[config.mk]
export PLATFORM = sky130hd
export DESIGN_NAME = sram_port_arbiter_flat
export DESIGN_NICKNAME = d
export VERILOG_FILES = /design/src/rtl/sram_port_arbiter_if.sv /design/src/rtl/sram_port_arbiter.sv /design/src/flat_wrapper.sv
export SDC_FILE = /design/constraint.sdc
export NUM_CORES = 1
export LEC_CHECK = 0
export CAP_MARGIN = 40
export CORE_ASPECT_RATIO = 0.6
export CORE_MARGIN = 5
export CORE_UTILIZATION = 40
export DETAILED_ROUTE_END_ITERATION = 8
export PLACE_DENSITY_LB_ADDON = 0.05
export SYNTH_ARGS = -nofsm -noshare
export SYNTH_HDL_FRONTEND = slang
export SYNTH_SLANG_ARGS = --single-unit
[constraint.sdc]
create_clock -name clk -period 2.7 [get_ports clk]
set_input_delay 0.54 -clock clk [delete_from_list [all_inputs] [get_ports clk]]
set_output_delay 0.54 -clock clk [all_outputs]
set_load 0.02 [all_outputs]
[src/rtl/sram_port_arbiter_if.sv]
// Requester-side and serial-SRAM-encoder-side signals of sram_port_arbiter.
// The slave modport is the arbiter's view; master is the surrounding system.
interface sram_port_arbiter_if #(
  parameter int WORD_WIDTH    = 16,
  parameter int ADDRESS_WIDTH = 16
);

  logic                     p0_req;
  logic                     p1_req;
  logic [ADDRESS_WIDTH-1:0] p0_addr;
  logic [ADDRESS_WIDTH-1:0] p1_addr;
  logic                     p0_we;
  logic                     p1_we;
  logic [WORD_WIDTH-1:0]    p0_wdata;
  logic [WORD_WIDTH-1:0]    p1_wdata;
  logic                     p0_ack;
  logic                     p1_ack;
  logic [WORD_WIDTH-1:0]    p0_rdata;
  logic [WORD_WIDTH-1:0]    p1_rdata;
  logic                     mem_initialized;
  logic                     mem_busy;
  logic                     mem_request;
  logic [ADDRESS_WIDTH-1:0] mem_address;
  logic                     mem_write_enable;
  logic [WORD_WIDTH-1:0]    mem_data_out;
  logic [WORD_WIDTH-1:0]    mem_data_in;
  logic                     grant;
  logic                     active;

  modport slave (
    input  p0_req, p1_req, p0_addr, p1_addr, p0_we, p1_we, p0_wdata, p1_wdata,
    input  mem_initialized, mem_busy, mem_data_in,
    output p0_ack, p1_ack, p0_rdata, p1_rdata,
    output mem_request, mem_address, mem_write_enable, mem_data_out, grant, active
  );

  modport master (
    output p0_req, p1_req, p0_addr, p1_addr, p0_we, p1_we, p0_wdata, p1_wdata,
    output mem_initialized, mem_busy, mem_data_in,
    input  p0_ack, p1_ack, p0_rdata, p1_rdata,
    input  mem_request, mem_address, mem_write_enable, mem_data_out, grant, active
  );

endinterface

[src/rtl/sram_port_arbiter.sv]
// Two-requester round-robin arbiter in front of a serial SRAM encoder.
// One transfer at a time through IDLE -> REQ -> BUSY -> DONE; all outputs registered.
module sram_port_arbiter #(
  parameter int WORD_WIDTH    = 16,
  parameter int ADDRESS_WIDTH = 16
) (
  input  logic               clk,
  input  logic               reset,
  sram_port_arbiter_if.slave bus
);

  typedef enum logic [1:0] {
    IDLE = 2'd0,
    REQ  = 2'd1,
    BUSY = 2'd2,
    DONE = 2'd3
  } state_t;

  state_t                   state_q, state_d;
  logic                     mem_request_q, mem_request_d;
  logic [ADDRESS_WIDTH-1:0] mem_address_q, mem_address_d;
  logic                     mem_write_enable_q, mem_write_enable_d;
  logic [WORD_WIDTH-1:0]    mem_data_out_q, mem_data_out_d;
  logic                     grant_q, grant_d;
  logic                     active_q, active_d;
  logic                     p0_ack_q, p0_ack_d;
  logic                     p1_ack_q, p1_ack_d;
  logic [WORD_WIDTH-1:0]    p0_rdata_q, p0_rdata_d;
  logic [WORD_WIDTH-1:0]    p1_rdata_q, p1_rdata_d;
  logic                     sel;

  // Under contention the requester not granted last wins.
  always_comb begin
    if (bus.p0_req && bus.p1_req) begin
      sel = ~grant_q;
    end else if (bus.p1_req) begin
      sel = 1'b1;
    end else begin
      sel = 1'b0;
    end
  end

  // Next state and next registered outputs.
  always_comb begin
    state_d            = state_q;
    mem_request_d      = mem_request_q;
    mem_address_d      = mem_address_q;
    mem_write_enable_d = mem_write_enable_q;
    mem_data_out_d     = mem_data_out_q;
    grant_d            = grant_q;
    p0_rdata_d         = p0_rdata_q;
    p1_rdata_d         = p1_rdata_q;
    p0_ack_d           = 1'b0;
    p1_ack_d           = 1'b0;
    case (state_q)
      IDLE: begin
        if (bus.mem_initialized && (bus.p0_req || bus.p1_req)) begin
          grant_d            = sel;
          mem_address_d      = sel ? bus.p1_addr  : bus.p0_addr;
          mem_write_enable_d = sel ? bus.p1_we    : bus.p0_we;
          mem_data_out_d     = sel ? bus.p1_wdata : bus.p0_wdata;
          mem_request_d      = 1'b1;
          state_d            = REQ;
        end else begin
          mem_request_d = 1'b0;
        end
      end
      // The encoder samples requests only on alternate cycles: hold until it reports busy.
      REQ: begin
        if (bus.mem_busy) begin
          mem_request_d = 1'b0;
          state_d       = BUSY;
        end else begin
          mem_request_d = 1'b1;
        end
      end
      BUSY: begin
        if (!bus.mem_busy) begin
          if (grant_q) begin
            p1_rdata_d = bus.mem_data_in;
            p1_ack_d   = 1'b1;
          end else begin
            p0_rdata_d = bus.mem_data_in;
            p0_ack_d   = 1'b1;
          end
          state_d = DONE;
        end else begin
          state_d = BUSY;
        end
      end
      DONE: begin
        state_d = IDLE;
      end
      default: begin
        state_d       = IDLE;
        mem_request_d = 1'b0;
      end
    endcase
    active_d = (state_d != IDLE);
  end

  // State and output registers.
  always_ff @(posedge clk or posedge reset) begin
    if (reset) begin
      state_q            <= IDLE;
      mem_request_q      <= 1'b0;
      mem_address_q      <= '0;
      mem_write_enable_q <= 1'b0;
      mem_data_out_q     <= '0;
      grant_q            <= 1'b1;
      active_q           <= 1'b0;
      p0_ack_q           <= 1'b0;
      p1_ack_q           <= 1'b0;
      p0_rdata_q         <= '0;
      p1_rdata_q         <= '0;
    end else begin
      state_q            <= state_d;
      mem_request_q      <= mem_request_d;
      mem_address_q      <= mem_address_d;
      mem_write_enable_q <= mem_write_enable_d;
      mem_data_out_q     <= mem_data_out_d;
      grant_q            <= grant_d;
      active_q           <= active_d;
      p0_ack_q           <= p0_ack_d;
      p1_ack_q           <= p1_ack_d;
      p0_rdata_q         <= p0_rdata_d;
      p1_rdata_q         <= p1_rdata_d;
    end
  end

  assign bus.mem_request      = mem_request_q;
  assign bus.mem_address      = mem_address_q;
  assign bus.mem_write_enable = mem_write_enable_q;
  assign bus.mem_data_out     = mem_data_out_q;
  assign bus.grant            = grant_q;
  assign bus.active           = active_q;
  assign bus.p0_ack           = p0_ack_q;
  assign bus.p1_ack           = p1_ack_q;
  assign bus.p0_rdata         = p0_rdata_q;
  assign bus.p1_rdata         = p1_rdata_q;

endmodule

[src/flat_wrapper.sv]
// flat-port wrapper written by rule: the top's interface ports become plain ports
module sram_port_arbiter_flat 
#(
  parameter int WORD_WIDTH    = 16,
  parameter int ADDRESS_WIDTH = 16
)
  (clk, reset, bus_p0_req, bus_p1_req, bus_p0_addr, bus_p1_addr, bus_p0_we, bus_p1_we, bus_p0_wdata, bus_p1_wdata, bus_mem_initialized, bus_mem_busy, bus_mem_data_in, bus_p0_ack, bus_p1_ack, bus_p0_rdata, bus_p1_rdata, bus_mem_request, bus_mem_address, bus_mem_write_enable, bus_mem_data_out, bus_grant, bus_active);
  sram_port_arbiter_if #(.WORD_WIDTH(WORD_WIDTH), .ADDRESS_WIDTH(ADDRESS_WIDTH)) bus_i ();
  input  logic clk;
  input  logic reset;
  input wire logic [$bits(bus_i.p0_req)-1:0] bus_p0_req;
  input wire logic [$bits(bus_i.p1_req)-1:0] bus_p1_req;
  input wire logic [$bits(bus_i.p0_addr)-1:0] bus_p0_addr;
  input wire logic [$bits(bus_i.p1_addr)-1:0] bus_p1_addr;
  input wire logic [$bits(bus_i.p0_we)-1:0] bus_p0_we;
  input wire logic [$bits(bus_i.p1_we)-1:0] bus_p1_we;
  input wire logic [$bits(bus_i.p0_wdata)-1:0] bus_p0_wdata;
  input wire logic [$bits(bus_i.p1_wdata)-1:0] bus_p1_wdata;
  input wire logic [$bits(bus_i.mem_initialized)-1:0] bus_mem_initialized;
  input wire logic [$bits(bus_i.mem_busy)-1:0] bus_mem_busy;
  input wire logic [$bits(bus_i.mem_data_in)-1:0] bus_mem_data_in;
  output wire logic [$bits(bus_i.p0_ack)-1:0] bus_p0_ack;
  output wire logic [$bits(bus_i.p1_ack)-1:0] bus_p1_ack;
  output wire logic [$bits(bus_i.p0_rdata)-1:0] bus_p0_rdata;
  output wire logic [$bits(bus_i.p1_rdata)-1:0] bus_p1_rdata;
  output wire logic [$bits(bus_i.mem_request)-1:0] bus_mem_request;
  output wire logic [$bits(bus_i.mem_address)-1:0] bus_mem_address;
  output wire logic [$bits(bus_i.mem_write_enable)-1:0] bus_mem_write_enable;
  output wire logic [$bits(bus_i.mem_data_out)-1:0] bus_mem_data_out;
  output wire logic [$bits(bus_i.grant)-1:0] bus_grant;
  output wire logic [$bits(bus_i.active)-1:0] bus_active;
  assign bus_i.p0_req = bus_p0_req;
  assign bus_i.p1_req = bus_p1_req;
  assign bus_i.p0_addr = bus_p0_addr;
  assign bus_i.p1_addr = bus_p1_addr;
  assign bus_i.p0_we = bus_p0_we;
  assign bus_i.p1_we = bus_p1_we;
  assign bus_i.p0_wdata = bus_p0_wdata;
  assign bus_i.p1_wdata = bus_p1_wdata;
  assign bus_i.mem_initialized = bus_mem_initialized;
  assign bus_i.mem_busy = bus_mem_busy;
  assign bus_i.mem_data_in = bus_mem_data_in;
  assign bus_p0_ack = bus_i.p0_ack;
  assign bus_p1_ack = bus_i.p1_ack;
  assign bus_p0_rdata = bus_i.p0_rdata;
  assign bus_p1_rdata = bus_i.p1_rdata;
  assign bus_mem_request = bus_i.mem_request;
  assign bus_mem_address = bus_i.mem_address;
  assign bus_mem_write_enable = bus_i.mem_write_enable;
  assign bus_mem_data_out = bus_i.mem_data_out;
  assign bus_grant = bus_i.grant;
  assign bus_active = bus_i.active;
  sram_port_arbiter #(.WORD_WIDTH(WORD_WIDTH), .ADDRESS_WIDTH(ADDRESS_WIDTH)) u_core (.clk(clk), .reset(reset), .bus(bus_i));
endmodule
Yosys cells after proc, flatten, opt, wreduce, memory -nomap -nowiden
Index checks and enable logic that the tools add are counted.
{ "word_totals": {"register_bits": 72, "input_bits": 88, "output_inout_bits": 70, "word_cells": 43} }
{ "classes": {"eq_ne": 3, "muxes": 18, "bitwise_logic": 2, "n_reduce_logical": 9} }
{ "ops": {"columns": ["op", "count"], "rows": [
  ["$mux W16", 2],
  ["$mux W1", 12],
  ["$pmux W2 S4", 1],
  ["$reduce_and A3 Y1", 2],
  ["$eq A2 B2 Y1 const B", 2],
  ["$mux W2", 2],
  ["$reduce_bool A2 Y1", 2],
  ["$eq A2 B1 Y1 const B", 1],
  ["$logic_and A1 B1 Y1", 2],
  ["$logic_not A2 Y1", 1],
  ["$not A1 Y1", 2],
  ["$pmux W1 S2", 1],
  ["$reduce_and A2 Y1", 1],
  ["$logic_or A1 B1 Y1", 1]
]} }

Logic depth before layout (Yosys ltp)
Gate-level depths: netlist of the first run.
{ "logic_depth": {"ltp_word": 5, "depth_mapped": 5, "ltp_nobuf": 3} }

Worst setup path after synthesis of the first run
OpenSTA, ideal clock, no wires.
{ "synth_timing": {"kind": "register to register", "startpoint": "reg u_core.grant_q (netlist: u_core.bus.grant)", "endpoint": "reg u_core.p1_rdata_q[0] (netlist: u_core.bus.p1_rdata[0])", "setup_ns": 0.125, "t_arrival_ns": 1.557, "required_ns": 2.575, "path_slack_ns": 1.018, "path_stages_with_launch": 5, "n_path_buf": 1, "synth_period_minus_slack_ns": 1.682, "cell_sequence": "dfstp_2 > inv_1 > nor3_4 > buf_12 > mux2_4"} }
{ "synth_via": {"elab_chain_cells": 1} }
{ "synth_rtl": {"columns": ["item", "line", "rtl"], "rows": [
  ["start: declaration", "sram_port_arbiter.sv:24", "logic grant_q, grant_d;"],
  ["start signal: assignment", "sram_port_arbiter.sv:122", "grant_q <= grant_d;"],
  ["$reduce_and A3 Y1 (no line)", null, null],
  ["end signal: assignment", "sram_port_arbiter.sv:127", "p1_rdata_q <= p1_rdata_d;"],
  ["end: declaration", "sram_port_arbiter.sv:29", "logic [WORD_WIDTH-1:0] p1_rdata_q, p1_rdata_d;"]
]} }
No other way between the ends.
A chain may end at the register's enable or synchronous reset.

Final worst setup path of the first run
{ "layout_timing": {"startpoint": "reg u_core.grant_q (netlist: u_core.bus.grant)", "endpoint": "out bus_grant"} }
{ "layout_rtl": {"columns": ["item", "line", "rtl"], "rows": [
  ["end: declaration", "flat_wrapper.sv:30", "output wire logic [$bits(bus_i.grant)-1:0] bus_grant;"]
]} }
No word-level cell between the ends.

==> metrics, run 1 <==
status complete, no violations; Die ar. 9630 sq um; Crit Path Class register to primary output; RePlAce Congestion between 0.7 and 0.8; Via density 5.12; Die Y 78.1 um; Fin Clk Skew 0.00327 ns; setup TNS 0 ns; #FFs+latches synth 72; Via Count 2,448; H-tree levels 3; Crit Path Max Fanout 5; Total GRT Usage 0.191; crit-path cells clkdlybuf4s50_1; initial core utilization 0.418; CP peak stage delay 0.64 ns; num ports between 150 and 200; gr ovfl total 0; final core utilization 0.698; maximum operating frequency ~0.48 GHz; type of origin of the critical path register; share of layout cells above drive strength 1 0.179; DP HPWL 6600 um; Yosys cell types 24; critical path buffer and inverter count 1; CP top delay family buffers and inverters; Pwr Density between 1000 and 1500 nW/um^2; WP data required roughly 2.2 ns; Clk pin slew, worst setup/hold paths 0.06 ns; most common cell after layout, fill and taps aside clkdlybuf4s50_1; slowest CP cell clkdlybuf4s50_1; Post-layout nets about 460; Leakage 0.00208 uW; Worst Tran Pin Value 0.375 ns; Slew HR 0.750; Worst VDD drop 0.600 mV; initial antenna violation count 0; Hold Path Class input port to async pin; Post-CTS Setup Bufs 0; pin count of the biggest net entering global routing 35; chip width 123 um; reg2reg path depth 4; Syn Nets 298; Hold-fix buffers, CTS 0; Slew Viols, Final 0; Synth Instances between 200 and 250; number of diodes 0; PortBufs 157; Tmin final between 2 and 2.5 ns; Post-DRT Antenna Nets 0; TritonCTS clock tree done; total CTS buffers 9; core footprint 7390 sq um; Worst path depth 1; yosys warns 0; final setup fails 0; drt pass-1 iters 4; Post-CTS Resized 0; Area Growth Syn to Fin 67.0%; Final Cycle Share 0.780; CP Capture Type primary output; WL final 9060 um; max cap viols 0; arrival time worst endpoint 1.56 ns; RSZ-0062 raised after global routing no; Bufs on Longest Clock Path 2; Final Total Pwr between 6000 and 7000 uW; Worst-Skew Late Latency 0.32 ns; vias in the first global route 2,639; Fin. Hold Viols 0; commonest cells after routing, fill and taps aside 157 x clkdlybuf4s50_1, 71 x dfrtp_1, 33 x o32ai_1, 33 x a2bb2oi_1, 18 x mux2_4; mapped cell area 3090 sq um; row count 24; drt wl/cell 18.9 um; initial drt markers 116; syn_area_per_cell 14.7 sq um; DRC viols 0; CTS root buf clkbuf_16; # clock sinks 72; register area share after synthesis 0.584; first-pass GRT wire length 14,300 um
-- layout make-up --
class | count | area, sq um
clock buffers | 11 | 253
clock inverters | 5 | 103
fillers | 554 | 2230
inverters | 3 | 11.3
multi-input cells | 115 | 1150
flip-flops and latches | 72 | 1800
well taps | 104 | 130
repair buffers | 168 | 1700
-- through the flow --
step / hold WS, ns / std cells / worst slack, ns / area (sq um)
6_report: 0.477 / 478 / 0.595 / 5160
5_1_grt: 0.488 / 478 / 0.543 / 5160
4_1_cts: 0.478 / 478 / 0.578 / 5160
3_5_place_dp: 0.495 / 462 / 0.546 / 4800
3_3_place_gp: 0.490 / 462 / 0.576 / 4800
2_1_floorplan: 0.591 / 210 / 0.337 / 3090
-- cell families (layout without fill, tap and decap cells) --
group | after synthesis | count (layout) | share of synthesized area
flops | 72 | 72 | 0.584
xor+xnor | 1 | 1 | 0.00284
buf+inv | 23 | 187 | 0.0438
compound gates | 71 | 71 | 0.198
simple gates | 10 | 10 | 0.0300
mux | 33 | 33 | 0.142
-- flip-flops by register name (all words and copies together) (netlist names) --
signal                       count
u_core.state_q                   2
u_core.bus.mem_address          16
u_core.bus.mem_write_enable      1
u_core.bus.p1_ack                1
u_core.bus.grant                 1
u_core.bus.p0_rdata             16
u_core.bus.p1_rdata             16
u_core.bus.mem_request           1
u_core.bus.p0_ack                1
u_core.bus.active                1
u_core.bus.mem_data_out         16
-- cell usage after synthesis --
cell type	n	area (sq um)
a21bo_2	1	10.0
a21oi_1	1	5.00
a2bb2oi_1	33	289
buf_12	2	40.0
buf_2	1	5.00
buf_4	4	30.0
clkbuf_1	13	48.8
dfrtp_1	71	1780
dfstp_2	1	26.3
inv_1	3	11.3
mux2_2	14	158
mux2_4	18	270
mux2i_1	1	10.0
nand2_1	3	11.3
nand2b_2	1	8.76
nand3b_1	1	7.51
nor2b_1	1	6.26
nor3_4	2	32.5
nor3b_1	1	7.51
nor3b_4	1	18.8
o21a_1	1	7.51
o21ai_0	2	10.0
o32ai_1	33	289
xnor2_1	1	8.76
-- per-layer routing --
layer,share of wire,vias to the layer above,track usage,wire (um)
met1,0.47,1188,0.273,4240
met3,0.086,10,0.0740,777
met2,0.43,94,0.276,3930
met4,0.011,0,0.0442,102
li1,-,1156,-,-
met5,0,-,0,0
-- worst register-to-register path, cell delays in order (launching register included) --
cell      delay [ns]
dfrtp_1         0.45
nand2b_2        0.27
nor3_4          0.12
buf_4           0.32
mux2_2          0.38
-- path summary, 6_finish.rpt --
check,startpoint,to,slack [ns]
min in group clk,u_core.bus.p0_rdata[12],u_core.bus.p0_rdata[12],0.51
worst min-delay path,reset,u_core.bus.p1_rdata[6],0.48
worst min register to register,u_core.bus.p0_rdata[12],u_core.bus.p0_rdata[12],0.51
max in group asynchronous,reset,u_core.bus.grant,1.61
worst max-delay path,u_core.bus.grant,bus_grant,0.60
worst max register to register,u_core.state_q[0],u_core.bus.p0_rdata[11],1.05
-- where the power goes --
group	total [uW]	switching, uW	leakage (uW)	internal, uW
clock	1380	430	0.000172	951
combinational	2930	1330	0.00108	1590
sequential	1920	317	0.000833	1600
total	6230	2080	0.00208	4150
No activity file was read; power rests on OpenSTA's default activity.
==> run 2: changes to the inputs <==
clock period = 2.05 ns   (was 2.7 ns; I/O delays follow)
==> metrics, run 2 (same netlist as run 1, synthesis figures left out) <==
status complete, no violations; Die ar. 9630 sq um; Die Y 78.1 um; initial core utilization 0.418; gr ovfl total 0; maximum operating frequency between 0.5 and 0.6 GHz; Worst Tran Pin Value 0.687 ns; type of origin of the critical path register; RePlAce Congestion 0.753; CP top delay family buffers and inverters; max layer used met4; Bufs on Longest Clock Path 2; Critical R2R Capture u_core.bus.mem_data_out[11]; Worst-Skew Late Latency about 0.33 ns; # clock sinks 72; WL met2 between 4000 and 5000 um; Pwr Density 1580 nW/um^2; Slew HR 0.542; Fin Clk Skew 0.00399 ns; initial drt markers approximately 160; DRC viols 0; drt pass-1 iters 5; Total GRT Usage 0.195; critical path buffer and inverter count 1; PortBufs 157; Crit Path Max Fanout 5; max cap viols 0; chip width 123 um; Post-Place Cells around 470; first-pass GRT wire length 14,600 um; CP peak stage delay 0.64 ns; Tmin final 2.00 ns; commonest cells after routing, fill and taps aside 157 x clkdlybuf4s50_1, 71 x dfrtp_1, 33 x o32ai_1, 33 x a2bb2oi_1, 18 x mux2_4; CP Capture Type primary output; initial antenna violation count 0; number of diodes 0; WHS 0.461 ns; Post-CTS Setup Bufs 0; final cell count without fillers 481; Crit Path Class register to primary output; core footprint 7390 sq um; finished layout cell area about 5200 sq um; final setup fails 0; Worst path depth 1; vias in the first global route 2,706; Leakage 0.00210 uW; WL final 9410 um; CTS root buf clkbuf_16; dpl cell area 4870 sq um; r2r setup slk 0.30 ns; Fillers 561; num ports 158; TritonCTS clock tree done; Routed met3 length 716 um; Via Count 2,580; total CTS buffers 9; Post-DRT Antenna Nets 0; most common cell after layout, fill and taps aside clkdlybuf4s50_1; slowest CP cell clkdlybuf4s50_1; DP HPWL 6850 um; crit-path cells clkdlybuf4s50_1; Final Cycle Share 0.974; source of the worst register-to-register timing path u_core.bus.grant; drt wl/cell just under 20 um; Post-layout nets 460; RSZ-0062 raised after global routing no; Fin. Hold Viols 0; Hold-fix buffers, CTS 0; DRT met1 WL 4230 um; share of layout cells above drive strength 1 0.183; Post-CTS Resized 0; reg2reg path depth 3; Hold Path Class input port to async pin; Worst VDD drop 0.828 mV; Clk pin slew, worst setup/hold paths 0.06 ns; Slew Viols, Final 0; row count 24; arrival time worst endpoint 1.59 ns; H-tree levels 3; WP data required roughly 1.6 ns; Area Growth Syn to Fin 69.0%; Via density 5.36; pin count of the biggest net entering global routing 35; final core utilization 0.706
-- run 2: cell count changes in the layout (fill, tap and decap cells not counted) --
cell      delta
buf_8        +1
clkinv_4     +1
inv_2        -1
clkbuf_8     -1
clkbuf_1     +1
buf_12       +3
buf_4        -1
-- run 2: power by group --
part,switching (uW),total (uW),internal [uW]
registers,431,2550,2110
clock network,571,1790,1220
logic,1780,3930,2140
total,2780,8260,5480
-- run 2: metal layers --
layer	GRT usage	up-vias
met3	0.0711	11
met5	0	-
li1	-	1155
met2	0.302	99
met4	0.0663	0
met1	0.256	1315
-- run 2: area by class of cell --
class                           count  area (sq um)  share of cell area
Sequential cell                    72          1800               0.345
Inverter                            3          15.0             0.00288
Multi-Input combinational cell    115          1150               0.221
Clock buffer                       11           243              0.0465
Clock inverter                      5           104              0.0199
Tap cell                          104           130              0.0249
Timing Repair Buffer              171          1770               0.339
-- run 2: worst max-delay path by stage --
stage	end	slack, ns	start
2_1_floorplan	u_core.bus.p1_rdata[0]	0.37	u_core.bus.grant
3_3_place_gp	u_core.bus.mem_data_out[9]	-0.34	bus_p1_req
3_5_place_dp	u_core.bus.mem_data_out[11]	-0.11	bus_p1_req
4_1_cts	bus_grant	0.05	u_core.bus.grant
5_1_grt	bus_grant	0.02	u_core.bus.grant
6_report	bus_grant	0.05	u_core.bus.grant
-- run 2: through the flow --
stage                     total power, uW  setup TNS [ns]  setup slack (ns)
after CTS                            8350               0            0.0455
after global placement               6430           -5.77            -0.343
final                                8260               0            0.0535
after floorplan                      4580               0             0.368
after detailed placement             6500           -1.88            -0.105
after global routing                 8670               0            0.0195
